## config.mk

```make
export PLATFORM = sky130hd
export DESIGN_NAME = rptr_empty_ctrl
export DESIGN_NICKNAME = d
export VERILOG_FILES = /design/src/rtl/rptr_empty_ctrl.sv
export SDC_FILE = /design/constraint.sdc
export NUM_CORES = 1
export LEC_CHECK = 0
export ABC_AREA = 1
export BUFFER_PORTS_ARGS = -buffer_cell sky130_fd_sc_hd__buf_2
export CAP_MARGIN = 25
export CORE_MARGIN = 1.5
export CORE_UTILIZATION = 47
export CTS_CLUSTER_SIZE = 24
export DETAILED_ROUTE_END_ITERATION = 8
export GPL_ROUTABILITY_DRIVEN = 0
export GPL_TIMING_DRIVEN = 0
export PLACE_DENSITY = 0.84
export RECOVER_POWER = 25
export SLEW_MARGIN = 30
export SYNTH_ARGS = -nofsm -noshare
export SYNTH_HDL_FRONTEND = slang
export SYNTH_SLANG_ARGS = --single-unit
```

## constraint.sdc

```tcl
create_clock -name clk -period 1.7 [get_ports clk]
set_input_delay 0.085 -clock clk [delete_from_list [all_inputs] [get_ports clk]]
set_output_delay 0.085 -clock clk [all_outputs]
set_load 0.005 [all_outputs]
```

## src/rtl/rptr_empty_ctrl.sv

```systemverilog
// Read-side pointer and flag control for an asynchronous FIFO.
// Owns the binary/gray read pointer, the memory read address, the empty and
// almost-empty flags, the read-side occupancy count and a sticky underflow flag.
// The gray write pointer arrives already synchronised into clk.
module rptr_empty_ctrl #(
  parameter int unsigned ADDR_LEN      = 5,
  parameter int unsigned AEMPTY_THRESH = 4
) (
  input  logic                clk,
  input  logic                rst,
  input  logic                rd_en,
  input  logic [ADDR_LEN:0]   wptr_sync,
  output logic [ADDR_LEN-1:0] raddr,
  output logic [ADDR_LEN:0]   rptr,
  output logic                empty,
  output logic                almost_empty,
  output logic [ADDR_LEN:0]   rd_count,
  output logic                underflow
);

  localparam int unsigned PTR_W = ADDR_LEN + 1;
  localparam logic [PTR_W-1:0] AE_TH = PTR_W'(AEMPTY_THRESH);

  logic [PTR_W-1:0] rbin;
  logic [PTR_W-1:0] rbin_next;
  logic [PTR_W-1:0] rgray_next;
  logic [PTR_W-1:0] wbin;
  logic [PTR_W-1:0] count_next;
  logic             rd_fire;

  // Read acceptance and next read pointer in binary and gray form.
  always_comb begin
    rd_fire    = rd_en & ~empty;
    rbin_next  = rbin + PTR_W'(rd_fire);
    rgray_next = (rbin_next >> 1) ^ rbin_next;
  end

  // Gray-to-binary conversion of the synchronised write pointer (XOR prefix from MSB).
  always_comb begin
    wbin = '0;
    for (int i = 0; i < int'(PTR_W); i++) begin
      wbin[i] = ^(wptr_sync >> i);
    end
  end

  // Occupancy after this cycle's read, modulo the pointer range.
  always_comb begin
    count_next = wbin - rbin_next;
  end

  // Memory address is the low bits of the registered binary pointer.
  assign raddr = rbin[ADDR_LEN-1:0];

  // Pointer, count and flag registers; reset dominates.
  always_ff @(posedge clk) begin
    if (rst) begin
      rbin         <= '0;
      rptr         <= '0;
      empty        <= 1'b1;
      almost_empty <= 1'b1;
      rd_count     <= '0;
      underflow    <= 1'b0;
    end else begin
      rbin         <= rbin_next;
      rptr         <= rgray_next;
      empty        <= (rgray_next == wptr_sync);
      almost_empty <= (count_next <= AE_TH);
      rd_count     <= count_next;
      underflow    <= underflow | (rd_en & empty);
    end
  end

endmodule

```

==> results of run 1 <==
==> worst max-delay path by stage <==
| stage | cells after the start | slack, ns | end |
|---|---|---|---|
| after detailed placement | 17 | -0.43 | almost_empty$_SDFF_PP1_ |
| final | 15 | -0.21 | almost_empty$_SDFF_PP1_ |
| after floorplan | 12 | -0.16 | almost_empty$_SDFF_PP1_ |
| after global placement | 17 | -0.42 | almost_empty$_SDFF_PP1_ |
| after global routing | 15 | -0.36 | almost_empty$_SDFF_PP1_ |
| after CTS | 12 | -0.18 | almost_empty$_SDFF_PP1_ |
==> through the flow <==
| stage | util, % | instances | setup slack, ns | hold WS, ns | total power [mW] |
|---|---|---|---|---|---|
| 2_1_floorplan | - | 167 | -0.158 | 0.229 | 0.730 |
| 3_3_place_gp | 59.6 | 222 | -0.422 | 0.334 | 0.809 |
| 3_5_place_dp | 59.6 | 222 | -0.428 | 0.350 | 0.815 |
| 4_1_cts | 66.1 | 230 | -0.182 | 0.0337 | 1.13 |
| 5_1_grt | 69.7 | 233 | -0.359 | 0.0412 | 1.23 |
| 6_report | 69.7 | 233 | -0.207 | 0.0393 | 1.14 |
==> cell usage after synthesis <==
library cell	count	area share [%]
xnor2_2	1	1.4
dfxtp_1	20	34
nand3_1	11	4.7
inv_1	26	8.3
nor2_1	20	6.4
nand2_1	49	16
nand2_2	3	1.6
a21oi_1	5	2.1
fa_1	1	1.7
nand4_1	2	1.1
xor2_2	1	1.4
xor2_1	14	10
clkbuf_1	2	0.64
o21ai_1	1	0.43
ha_1	5	5.3
nand3b_1	1	0.64
xnor2_1	1	0.75
clkinv_2	1	0.43
nand3_2	3	2.6
==> per-layer routing <==
layer  GRT usage (%)  share of wire [%]
met1            25.2                 45
met2            31.0                 49
met3            1.69                3.8
met4            10.3                2.0
met5               0                  0
==> final cells by class <==
class	count	area, um2
fillers	177	689
repair buffers	34	185
plain buffers	2	7.51
well taps	28	35.0
clock buffers	4	36.3
multi-input cells	118	812
inverters	27	106
flip-flops and latches	20	404
==> kinds of logic (layout without fill, tap and decap cells) <==
family          count (synthesis)  after routing  share of synthesized area, %
simple gates                   89             89                          32.7
compound gates                  6              6                          2.57
buf+inv                        29             67                          9.41
fa+ha+maj                       6              6                          7.06
flops                          20             20                          34.2
xor+xnor                       17             17                          14.0
==> sequential cells by signal, summed over array words and instances, names as in the netlist <==
name,count
almost_empty,1
underflow,1
rptr,5
rbin,6
empty,1
rd_count,6
==> worst max-delay path: stages (launching register included) <==
cell and delay (ns):
dfxtp_4 0.37, nor2_4 0.16, ha_4 0.17, nand2_4 0.06
clkinv_4 0.08, nand3_2 0.13, nand2_4 0.12, ha_4 0.22
nand3_2 0.07, nand2_1 0.05, inv_1 0.06, nand2_1 0.05
nand2_1 0.08, nand3_2 0.07, nand2_2 0.07, nor2_1 0.04
==> repair_timing <==
item | 4_1_cts | 5_1_grt
buffers inserted | 4 | 3
endpoints found under the setup margin | 7 | 6
pin swaps | 13 | 11
gates resized for setup | 16 | 14
gates cloned | 0 | 0
==> power by group through the flow <==
stage	clock [mW]	combinational [mW]	sequential [mW]
finish	0.273	0.348	0.523
global route	0.301	0.399	0.528
CTS	0.276	0.327	0.524
detailed placement	0	0.283	0.532
global placement	0	0.278	0.531
floorplan	0	0.191	0.539
==> metrics.md, run 1 <==
| Metric | Value |
|---|---|
| Status | complete, but fails checks |
| Violated checks | negative setup slack |
| Post-Syn Area | 1170 um2 |
| Clk sinks | 20 |
| # diodes | 0 |
| Placed Area | roughly 1400 um2 |
| Leakage power | between 0.8 and 0.9 nW |
| Gate Count Post-Synth | 167 |
| Vias/cell | about 4.7 |
| DR vias | 1105 |
| Area growth, synth to finish | 35.6% |
| Initial Utilization | about half |
| Net switching power figure | 0.351 mW |
| Setup Total Neg Slack | -0.525 ns |
| Final Hold Viols | 0 |
| Gate power share | 30.4% |
| TritonCTS Buffers | 3 |
| Reg clk slew, reported paths | roughly 0.11 ns |
| Synthesized net count | approximately 180 |
| I/O Buffers | 27 |
| Slew @ Worst Pin | 0.453 ns |
| Clock period minus worst slack | 1.91 ns |
| Max Clock Freq | 524 MHz |
| Flop2flop setup slack | -0.21 ns |
| RSZ-0062 raised after global routing | true |
| Layout Skew | ~0.00050 ns |
| PwrDens | between 700 and 800 nW/um2 |
| Buffer depth of the longest clock path | 2 |
| Sw Share | between 30 and 40% |
| Total grt overflow | 0 |
| Share of layout cells above drive strength 1 | between 30% and 40% |
| Largest net degree at the start of global routing | 12 |
| Crit. End Element | flop |
| Worst-path maximum fanout | 4 |
| Sequential group share of total power | ~46% |
| WP data required | 1.91 ns |
| Die ar. | approximately 2800 um2 |
| Worst hold path class | in -> reg |
| Pins over their slew limit | 0 |
| Worst flop-to-flop path startpoint | empty$_SDFF_PP1_ |
| VDD IR max | 0.000592 V |
| Seq/Total Area, Yosys | 34.2% |
| Chip Width | 52.9 um |
| Drt pass-1 iters | 4 |
| Reg2reg path depth | 15 |
| Clock group share of total power | 23.9% |
| Yosys warns | 0 |
| Hold endpoint | underflow$_SDFF_PP0_ |
| Post-DP HPWL | roughly 1800 um |
| Core region area | about 2300 um2 |
| Die Y | 52.9 um |
| Critical path class | reg -> reg |
| Fin nets | 221 |
| Fin crit share | 112% |
| Setup WS post-layout | -0.207 ns |
| H-Tree Level Count | 1 |
| Number of max-cap violations | 0 |
| Hold Path Depth | 3 |
| ANT nets after route | 0 |
| Synth Area per Inst | roughly 7.0 um2 |
| Global-route wire length before repair | 3850 um |
| Slew headroom | 69.8% |
| Number of global-route vias before repair | 916 |
| I/O pins | 29 |
| # hold bufs at CTS | 0 |
| Routed len/inst | 10.9 um |
| DRT iter0 DRCs | 15 |
| Site Rows | 17 |
| CP arrival | 2.11 ns |
| Final instance area | about 1600 um2 |
| DRC violations left | 0 |
| #FFs+latches synth | 20 |
| Hold path startpoint | rd_en |
| CTS tree | done |
| Root buf cell | clkbuf_4 |
| Clk Latency, worst-skew pair | roughly 0.30 ns |
| Startpoint Class | flop |
| Global Route Usage Sum | 19.2% |
| Power Internal | slightly below 0.8 mW |
| R2r endpoint | almost_empty$_SDFF_PP1_ |
| Distinct cell type count after synthesis | 19 |
| Commonest non-fill, non-tap cell in the layout | nand2_1 |
| Routed WL | 2550 um |
| Crit path from | empty$_SDFF_PP1_ |
| Most frequent cells in the layout | nand2_1 (43), buf_2 (25), inv_1 (23) |
| Count of final setup violators | 4 |
| Initial antenna violation count | 0 |
Power figures use the tool's default switching activity.
==> inputs of run 2 (changes only) <==
--- a/config.mk
+++ b/config.mk
@@ -7,14 +7,13 @@
 export LEC_CHECK = 0
 export ABC_AREA = 1
 export BUFFER_PORTS_ARGS = -buffer_cell sky130_fd_sc_hd__buf_2
-export CAP_MARGIN = 25
 export CORE_MARGIN = 1.5
-export CORE_UTILIZATION = 47
+export CORE_UTILIZATION = 55
 export CTS_CLUSTER_SIZE = 24
 export DETAILED_ROUTE_END_ITERATION = 8
 export GPL_ROUTABILITY_DRIVEN = 0
 export GPL_TIMING_DRIVEN = 0
-export PLACE_DENSITY = 0.84
+export PLACE_DENSITY = 0.91
 export RECOVER_POWER = 25
 export SLEW_MARGIN = 30
 export SYNTH_ARGS = -nofsm -noshare
==> constraint.sdc (replaced) <==
create_clock -name clk -period 2.32 [get_ports clk]
set_input_delay 0.116 -clock clk [delete_from_list [all_inputs] [get_ports clk]]
set_output_delay 0.116 -clock clk [all_outputs]
set_load 0.005 [all_outputs]
==> run 2 against run 1 <==
Effect of this change:
- the run now ends clean
- critical endpoint unchanged
- worst hold slack better by 0.036 ns
- non-clock buffer count shrank 7
- final cell count fell by 3.4%
- wire length rose by 4.5%
- combinational power down 38%
- utilization rose by 0.24 points
- via count is 5.3% higher
- clock power decreased by 27%
- sequential cell count is the same
- final area fell by 13%
- clock skew about the same
- count of clock-buffer cells in the layout did not move
- largest power group unchanged
==> metrics.md, run 2 (synthesized netlist as in run 1, its figures left out) <==
| Metric | Value |
|---|---|
| Status | finished, final reports clean (was complete, but fails checks) |
| R2r endpoint | almost_empty$_SDFF_PP1_ (unchanged) |
| Layout Skew | 0.000660 ns (was 0.000503 ns) |
| Final Hold Viols | 0 (unchanged) |
| Net switching power figure | 0.242 mW (was 0.351 mW) |
| Die ar. | 2410 um2 (was 2800 um2) |
| DRC violations left | 0 (unchanged) |
| Flop2flop setup slack | 0.27 ns (was -0.21 ns) |
| Commonest non-fill, non-tap cell in the layout | nand2_1 (unchanged) |
| Max Clock Freq | 487 MHz (was 524 MHz) |
| Hold endpoint | underflow$_SDFF_PP0_ (unchanged) |
| Met1 usage | 25.3% (was 25.2%) |
| WP data required | 2.53 ns (was 1.91 ns) |
| Chip Width | 49.1 um (was 52.9 um) |
| Worst path bufs/invs | 0 (was 2) |
| H-Tree Level Count | 1 (unchanged) |
| Most frequent cells in the layout | nand2_1 (49), inv_1 (26), buf_2 (23) (was nand2_1 (43), buf_2 (25), inv_1 (23)) |
| I/O Buffers | 27 (unchanged) |
| CP max stage cell | dfxtp_1 (was dfxtp_4) |
| Fill count | 157 (was 177) |
| Placed Area | 1340 um2 (was 1360 um2) |
| Critical path class | reg -> reg (unchanged) |
| Leakage power | 0.779 nW (was 0.862 nW) |
| Routed len/inst | 11.8 um (was 10.9 um) |
| TritonCTS Buffers | 3 (unchanged) |
| RSZ-0062 raised after global routing | false (was true) |
| VDD IR max | 0.000393 V (was 0.000592 V) |
| Worst flop-to-flop path startpoint | empty$_SDFF_PP1_ (unchanged) |
| # hold bufs at CTS | 0 (unchanged) |
| Global-route wire length before repair | 4420 um (was 3850 um) |
| Die Y | 49.1 um (was 52.9 um) |
| Fin crit share | 88.5% (was 112%) |
| DR vias | 1164 (was 1105) |
| Routed WL | 2660 um (was 2550 um) |
| Site Rows | 16 (was 17) |
| Largest registers | rbin: 6 flops, rd_count: 6 flops, rptr: 5 flops (unchanged) |
| Startpoint Class | flop (unchanged) |
| Initial antenna violation count | 0 (unchanged) |
| Crit. End Element | flop (unchanged) |
| Final instance area | 1390 um2 (was 1590 um2) |
| Count of final setup violators | 0 (was 4) |
| Number of setup buffers added after CTS | 0 (was 4) |
| Gate power share | 26.9% (was 30.4%) |
| Worst hold path class | in -> reg (unchanged) |
| Met2 GRT Util | 43.0% (was 31.0%) |
| Share of layout cells above drive strength 1 | 19.2% (was 33.2%) |
| DRT iter0 DRCs | 40 (was 15) |
| Met3 usage | 2.76% (was 1.69%) |
| Post-DP HPWL | 2000 um (was 1810 um) |
| Clock group share of total power | 25.1% (was 23.9%) |
| Hold path startpoint | rd_en (unchanged) |
| Sequential group share of total power | 47.9% (was 45.7%) |
| Hold Path Depth | 3 (unchanged) |
| CTS resizes | 0 (was 16) |
| Most frequent CP cell | nand2_1 |
| Total grt overflow | 0 (unchanged) |
| Slew headroom | 70.5% (was 69.8%) |
| CP arrival | 2.26 ns (was 2.11 ns) |
| Buffer depth of the longest clock path | 2 (unchanged) |
| Global Route Usage Sum | 23.7% (was 19.2%) |
| Pins over their slew limit | 0 (unchanged) |
| Reg2reg path depth | 12 (was 15) |
| Worst-path maximum fanout | 5 (was 4) |
| ANT nets after route | 0 (unchanged) |
| Area growth, synth to finish | 18.5% (was 35.6%) |
| Crit-path leading delay family | simple AND/OR/NAND/NOR gates (unchanged) |
| Critical-path cell list | nor2_2 > ha_2 > xnor2_4 > ha_1 > a21oi_1 > nand2_1 > nand3_1 > nand2_1 > nand3_1 > nand2_1 > nor2_1 > nor2_1 (was nor2_4 > ha_4 > nand2_4 > clkinv_4 > nand3_2 > nand2_4 > ha_4 > nand3_2 > nand2_1 > inv_1 > nand2_1 > nand2_1 > nand3_2 > nand2_2 > nor2_1) |
| Number of global-route vias before repair | 1127 (was 916) |
| Crit-path max cell delay | 0.34 ns (was 0.37 ns) |
| Power Internal | 0.555 mW (was 0.794 mW) |
| Core region area | 1980 um2 (was 2280 um2) |
| Fin nets | 214 (was 221) |
| I/O pins | 29 (unchanged) |
| Setup Total Neg Slack | 0 ns (was -0.525 ns) |
| Vias/cell | 5.17 (was 4.74) |
| Initial Utilization | 59.0% (was 51.4%) |
| Number of max-cap violations | 0 (unchanged) |
| Drt pass-1 iters | 5 (was 4) |
| Most Crowded Layer GR | met2 (unchanged) |
| Clk sinks | 20 (unchanged) |
| Post-layout utilization of the core | 69.9% (was 69.7%) |
| Slew @ Worst Pin | 0.443 ns (was 0.453 ns) |
| PwrDens | 575 nW/um2 (was 721 nW/um2) |
| Design Power | 0.797 mW (was 1.14 mW) |
| CTS tree | done (unchanged) |
| Sw Share | 30.3% (was 30.6%) |
| # diodes | 0 (unchanged) |
| Largest net degree at the start of global routing | 12 (unchanged) |
| Reg clk slew, reported paths | 0.11 ns (about the same) |
| Clk Latency, worst-skew pair | 0.30 ns (about the same) |
| Worst hold margin | 0.0753 ns (was 0.0393 ns) |
| Clock period minus worst slack | 2.05 ns (was 1.91 ns) |
| Root buf cell | clkbuf_4 (unchanged) |
-- run 2: cell count changes in the layout (fill, tap and decap cells not counted), sizes merged --
cell,before,now
buf,32,23
clkbuf,8,10
-- run 2: worst max-delay path by stage --
| stage | start | cells after the start | endpoint | slack (ns) |
|---|---|---|---|---|
| 2_1_floorplan | empty$_SDFF_PP1_ | 12 | almost_empty$_SDFF_PP1_ | 0.43 |
| 3_3_place_gp | wptr_sync[3] | 17 | almost_empty$_SDFF_PP1_ | 0.20 |
| 3_5_place_dp | wptr_sync[3] | 17 | almost_empty$_SDFF_PP1_ | 0.16 |
| 4_1_cts | empty$_SDFF_PP1_ | 12 | almost_empty$_SDFF_PP1_ | 0.10 |
| 5_1_grt | empty$_SDFF_PP1_ | 16 | almost_empty$_SDFF_PP1_ | 0.02 |
| 6_report | empty$_SDFF_PP1_ | 12 | almost_empty$_SDFF_PP1_ | 0.27 |
-- run 2: tightest hold or removal path, delay by kind of cell --
family / cells / cell delay (ns)
buffers and inverters: 1 / 0.09
and+or+nand+nor: 1 / 0.08
AOI/OAI and AO/OA: 1 / 0.06
-- run 2: per-stage QoR --
step	std cells	worst slack, ns
floorplan	167	0.431
CTS	225	0.101
global placement	221	0.198
global route	225	0.0186
finish	225	0.266
detailed placement	221	0.159
-- run 2: power groups by stage --
stage	registers (mW)	clock network (mW)	logic, mW
after global routing	0.385	0.215	0.243
after detailed placement	0.389	0	0.208
final	0.382	0.200	0.215
after floorplan	0.394	0	0.138
after global placement	0.388	0	0.200
after CTS	0.381	0.202	0.214
-- run 2: cell type report --
type                            count  area [um2]  share of cell area, %
Multi-Input combinational cell    118         676                   48.7
Sequential cell                    20         400                   28.9
Timing Repair Buffer               27         130                   9.39
Inverter                           27         103                   7.40
Clock buffer                        4        36.3                   2.62
Tap cell                           27        33.8                   2.44
Buffer                              2        7.51                  0.542
-- run 2: routing by layer --
layer  wire length, um  vias up
met4                96        0
met3               200       11
li1                  -      568
met1              1010      531
met2              1350       54
met5                 0        -
==> inputs of run 3 (changes only) <==
--- a/config.mk
+++ b/config.mk
@@ -7,8 +7,10 @@
 export LEC_CHECK = 0
 export ABC_AREA = 1
 export BUFFER_PORTS_ARGS = -buffer_cell sky130_fd_sc_hd__buf_2
+export CORE_ASPECT_RATIO = 1.2
 export CORE_MARGIN = 1.5
 export CORE_UTILIZATION = 55
+export CTS_BUF_LIST = sky130_fd_sc_hd__clkbuf_4 sky130_fd_sc_hd__clkbuf_8 sky130_fd_sc_hd__clkbuf_16
 export CTS_CLUSTER_SIZE = 24
 export DETAILED_ROUTE_END_ITERATION = 8
 export GPL_ROUTABILITY_DRIVEN = 0
==> run 3 against run 2 <==
Effect of this change:
- combinational power rose by 2%
- first-iteration DRC count rose by 2.5%
- die area barely moved
- via count rose by 0.17%
- worst hold slack barely moved
- critical path type unchanged
- largest cell class unchanged
- utilization fell by 2.1 points
==> metrics.md, run 3 (synthesized netlist as in run 1, its figures left out) <==
| Metric | Value |
|---|---|
| Max Clock Freq | 455 MHz (was 487 MHz) |
| Placed Area | 1330 um2 (was 1340 um2) |
| Gate power share | 27.5% (was 26.9%) |
| Multi-input gate area | 672 um2 (was 676 um2) |
| Share of layout cells above drive strength 1 | 19.2% (unchanged) |
| Area growth, synth to finish | 17.5% (was 18.5%) |
| CP max stage cell | dfxtp_1 (unchanged) |
| Clk Latency, worst-skew pair | 0.30 ns (about the same) |
| Number of setup buffers added after CTS | 0 (unchanged) |
| Finished Layout Cells | 218 (was 225) |
| Slew headroom | 70.0% (was 70.5%) |
| WP data required | 2.52 ns (was 2.53 ns) |
| DRC violations left | 0 (unchanged) |
| Final Hold Viols | 0 (unchanged) |
| Largest net degree at the start of global routing | 12 (unchanged) |
| Most frequent cells in the layout | nand2_1 (49), inv_1 (26), buf_2 (24) (was nand2_1 (49), inv_1 (26), buf_2 (23)) |
| Critical path class | reg -> reg (unchanged) |
| Routed WL | 2710 um (was 2660 um) |
| Final instance area | 1380 um2 (was 1390 um2) |
| Slew @ Worst Pin | 0.450 ns (was 0.443 ns) |
| Number of global-route vias before repair | 1049 (was 1127) |
| Reg area | 400 um2 (unchanged) |
| Fin crit share | 94.6% (was 88.5%) |
| Die ar. | 2410 um2 (about the same) |
| Global Route Usage Sum | 23.1% (was 23.7%) |
| Largest registers | rbin: 6 flops, rd_count: 6 flops, rptr: 5 flops (unchanged) |
| Routed len/inst | 12.4 um (was 11.8 um) |
| Site Rows | 18 (was 16) |
| Status | finished, final reports clean (unchanged) |
| DR vias | 1166 (was 1164) |
| VDD IR max | 0.000394 V (was 0.000393 V) |
| Crit-path max cell delay | 0.36 ns (was 0.34 ns) |
| Clk sinks | 20 (unchanged) |
| Post-DP HPWL | 2030 um (was 2000 um) |
| CP arrival | 2.39 ns (was 2.26 ns) |
| Sw Share | 30.4% (was 30.3%) |
| ANT nets after route | 0 (unchanged) |
| Worst path bufs/invs | 0 (unchanged) |
| Number of max-cap violations | 0 (unchanged) |
| Drt pass-1 iters | 4 (was 5) |
| Worst hold margin | 0.0748 ns (was 0.0753 ns) |
| Global-route wire length before repair | 4110 um (was 4420 um) |
| I/O Buffers | 27 (unchanged) |
| Leakage power | 0.786 nW (was 0.779 nW) |
| Clock group share of total power | 24.9% (was 25.1%) |
| Pre-CTS setup slack | 0.108 ns (was 0.159 ns) |
| Worst hold path class | in -> reg (unchanged) |
| Layout Skew | 0.00888 ns (was 0.000660 ns) |
| Root buf cell | clkbuf_4 (unchanged) |
| CTS tree | done (unchanged) |
| Core region area | 2030 um2 (was 1980 um2) |
| Reg clk slew, reported paths | 0.10 ns (was 0.11 ns) |
| Critical-path cell list | nor2_1 > ha_1 > xnor2_2 > ha_1 > a21oi_1 > nand2_1 > nand3_1 > nand2_1 > nand3_1 > nand2_1 > nor2_1 > nor2_1 (was nor2_2 > ha_2 > xnor2_4 > ha_1 > a21oi_1 > nand2_1 > nand3_1 > nand2_1 > nand3_1 > nand2_1 > nor2_1 > nor2_1) |
| Worst-path maximum fanout | 5 (unchanged) |
| DRT iter0 DRCs | 41 (was 40) |
| Fin nets | 214 (unchanged) |
| Crit. End Element | flop (unchanged) |
| Sequential group share of total power | 47.6% (was 47.9%) |
| Placed cells | 214 (was 221) |
| Fill count | 170 (was 157) |
| PwrDens | 582 nW/um2 (was 575 nW/um2) |
| Commonest non-fill, non-tap cell in the layout | nand2_1 (unchanged) |
| Startpoint Class | flop (unchanged) |
| Pins over their slew limit | 0 (unchanged) |
| RSZ-0062 raised after global routing | false (unchanged) |
| Total grt overflow | 0 (unchanged) |
| Net switching power figure | 0.243 mW (was 0.242 mW) |
| Count of final setup violators | 0 (unchanged) |
| Vias/cell | 5.35 (was 5.17) |
| Clock period minus worst slack | 2.20 ns (was 2.05 ns) |
| Setup Total Neg Slack | 0 ns (unchanged) |
| Initial antenna violation count | 0 (unchanged) |
| H-Tree Level Count | 1 (unchanged) |
| Crit-path leading delay family | simple AND/OR/NAND/NOR gates (unchanged) |
| Power Internal | 0.557 mW (was 0.555 mW) |
| Die Y | 53.5 um (was 49.1 um) |
| Initial Utilization | 57.7% (was 59.0%) |
| Chip Width | 45.1 um (was 49.1 um) |
| Buffer depth of the longest clock path | 2 (unchanged) |
| TritonCTS Buffers | 3 (unchanged) |
| Setup WS post-layout | 0.125 ns (was 0.266 ns) |
| I/O pins | 29 (unchanged) |
| # diodes | 0 (unchanged) |
-- run 3: cell type report --
type	count	share of cell area, %
Buffer	2	0.546
Clock buffer	4	2.64
Sequential cell	20	29.1
Multi-Input combinational cell	118	48.9
Tap cell	20	1.82
Inverter	27	7.46
Timing Repair Buffer	27	9.55
-- run 3: timing repair --
| action | CTS | global route |
|---|---|---|
| gates resized for setup | 0 | 1 |
| hold buffers | 0 | 0 |
| setup endpoints to repair | 0 | 1 |
-- run 3: worst register-to-register path, cell delays in order (launching register included) --
cell and delay (ns):
dfxtp_1 0.36, nor2_1 0.07, ha_1 0.24, xnor2_2 0.33, ha_1 0.30, a21oi_1 0.20
nand2_1 0.13, nand3_1 0.10, nand2_1 0.08, nand3_1 0.07, nand2_1 0.05, nor2_1 0.12
nor2_1 0.05
-- run 3: routing by layer --
metal  global-route usage, %  part of all wire [%]  vias up
met5                       0                     0        -
met4                    15.7                   5.4        0
met3                    2.73                   5.8       21
met2                    42.4                    51       59
met1                    23.8                    37      520
li1                        -                     -      566
-- run 3: path summary, 6_finish.rpt --
check / start / end / slack, ns / depth (start not counted)
max: empty$_SDFF_PP1_ / almost_empty$_SDFF_PP1_ / 0.12 / 12
min: rd_en / underflow$_SDFF_PP0_ / 0.07 / 3
max reg2reg: empty$_SDFF_PP1_ / almost_empty$_SDFF_PP1_ / 0.12 / 12
min reg2reg: underflow$_SDFF_PP0_ / underflow$_SDFF_PP0_ / 0.49 / 2
-- run 3: through the flow --
step	utilization (%)	total power [mW]
final	67.8	0.800
after global routing	67.8	0.850
after CTS	67.4	0.797
after detailed placement	65.6	0.598
after global placement	65.6	0.587
after floorplan	-	0.532
-- run 3: power by group through the flow --
stage          Sequential, mW  Clock, mW  Combinational (mW)
6_report                0.381      0.199               0.220
5_1_grt                 0.384      0.218               0.248
4_1_cts                 0.381      0.204               0.212
3_5_place_dp            0.389          0               0.209
3_3_place_gp            0.388          0               0.200
2_1_floorplan           0.394          0               0.138
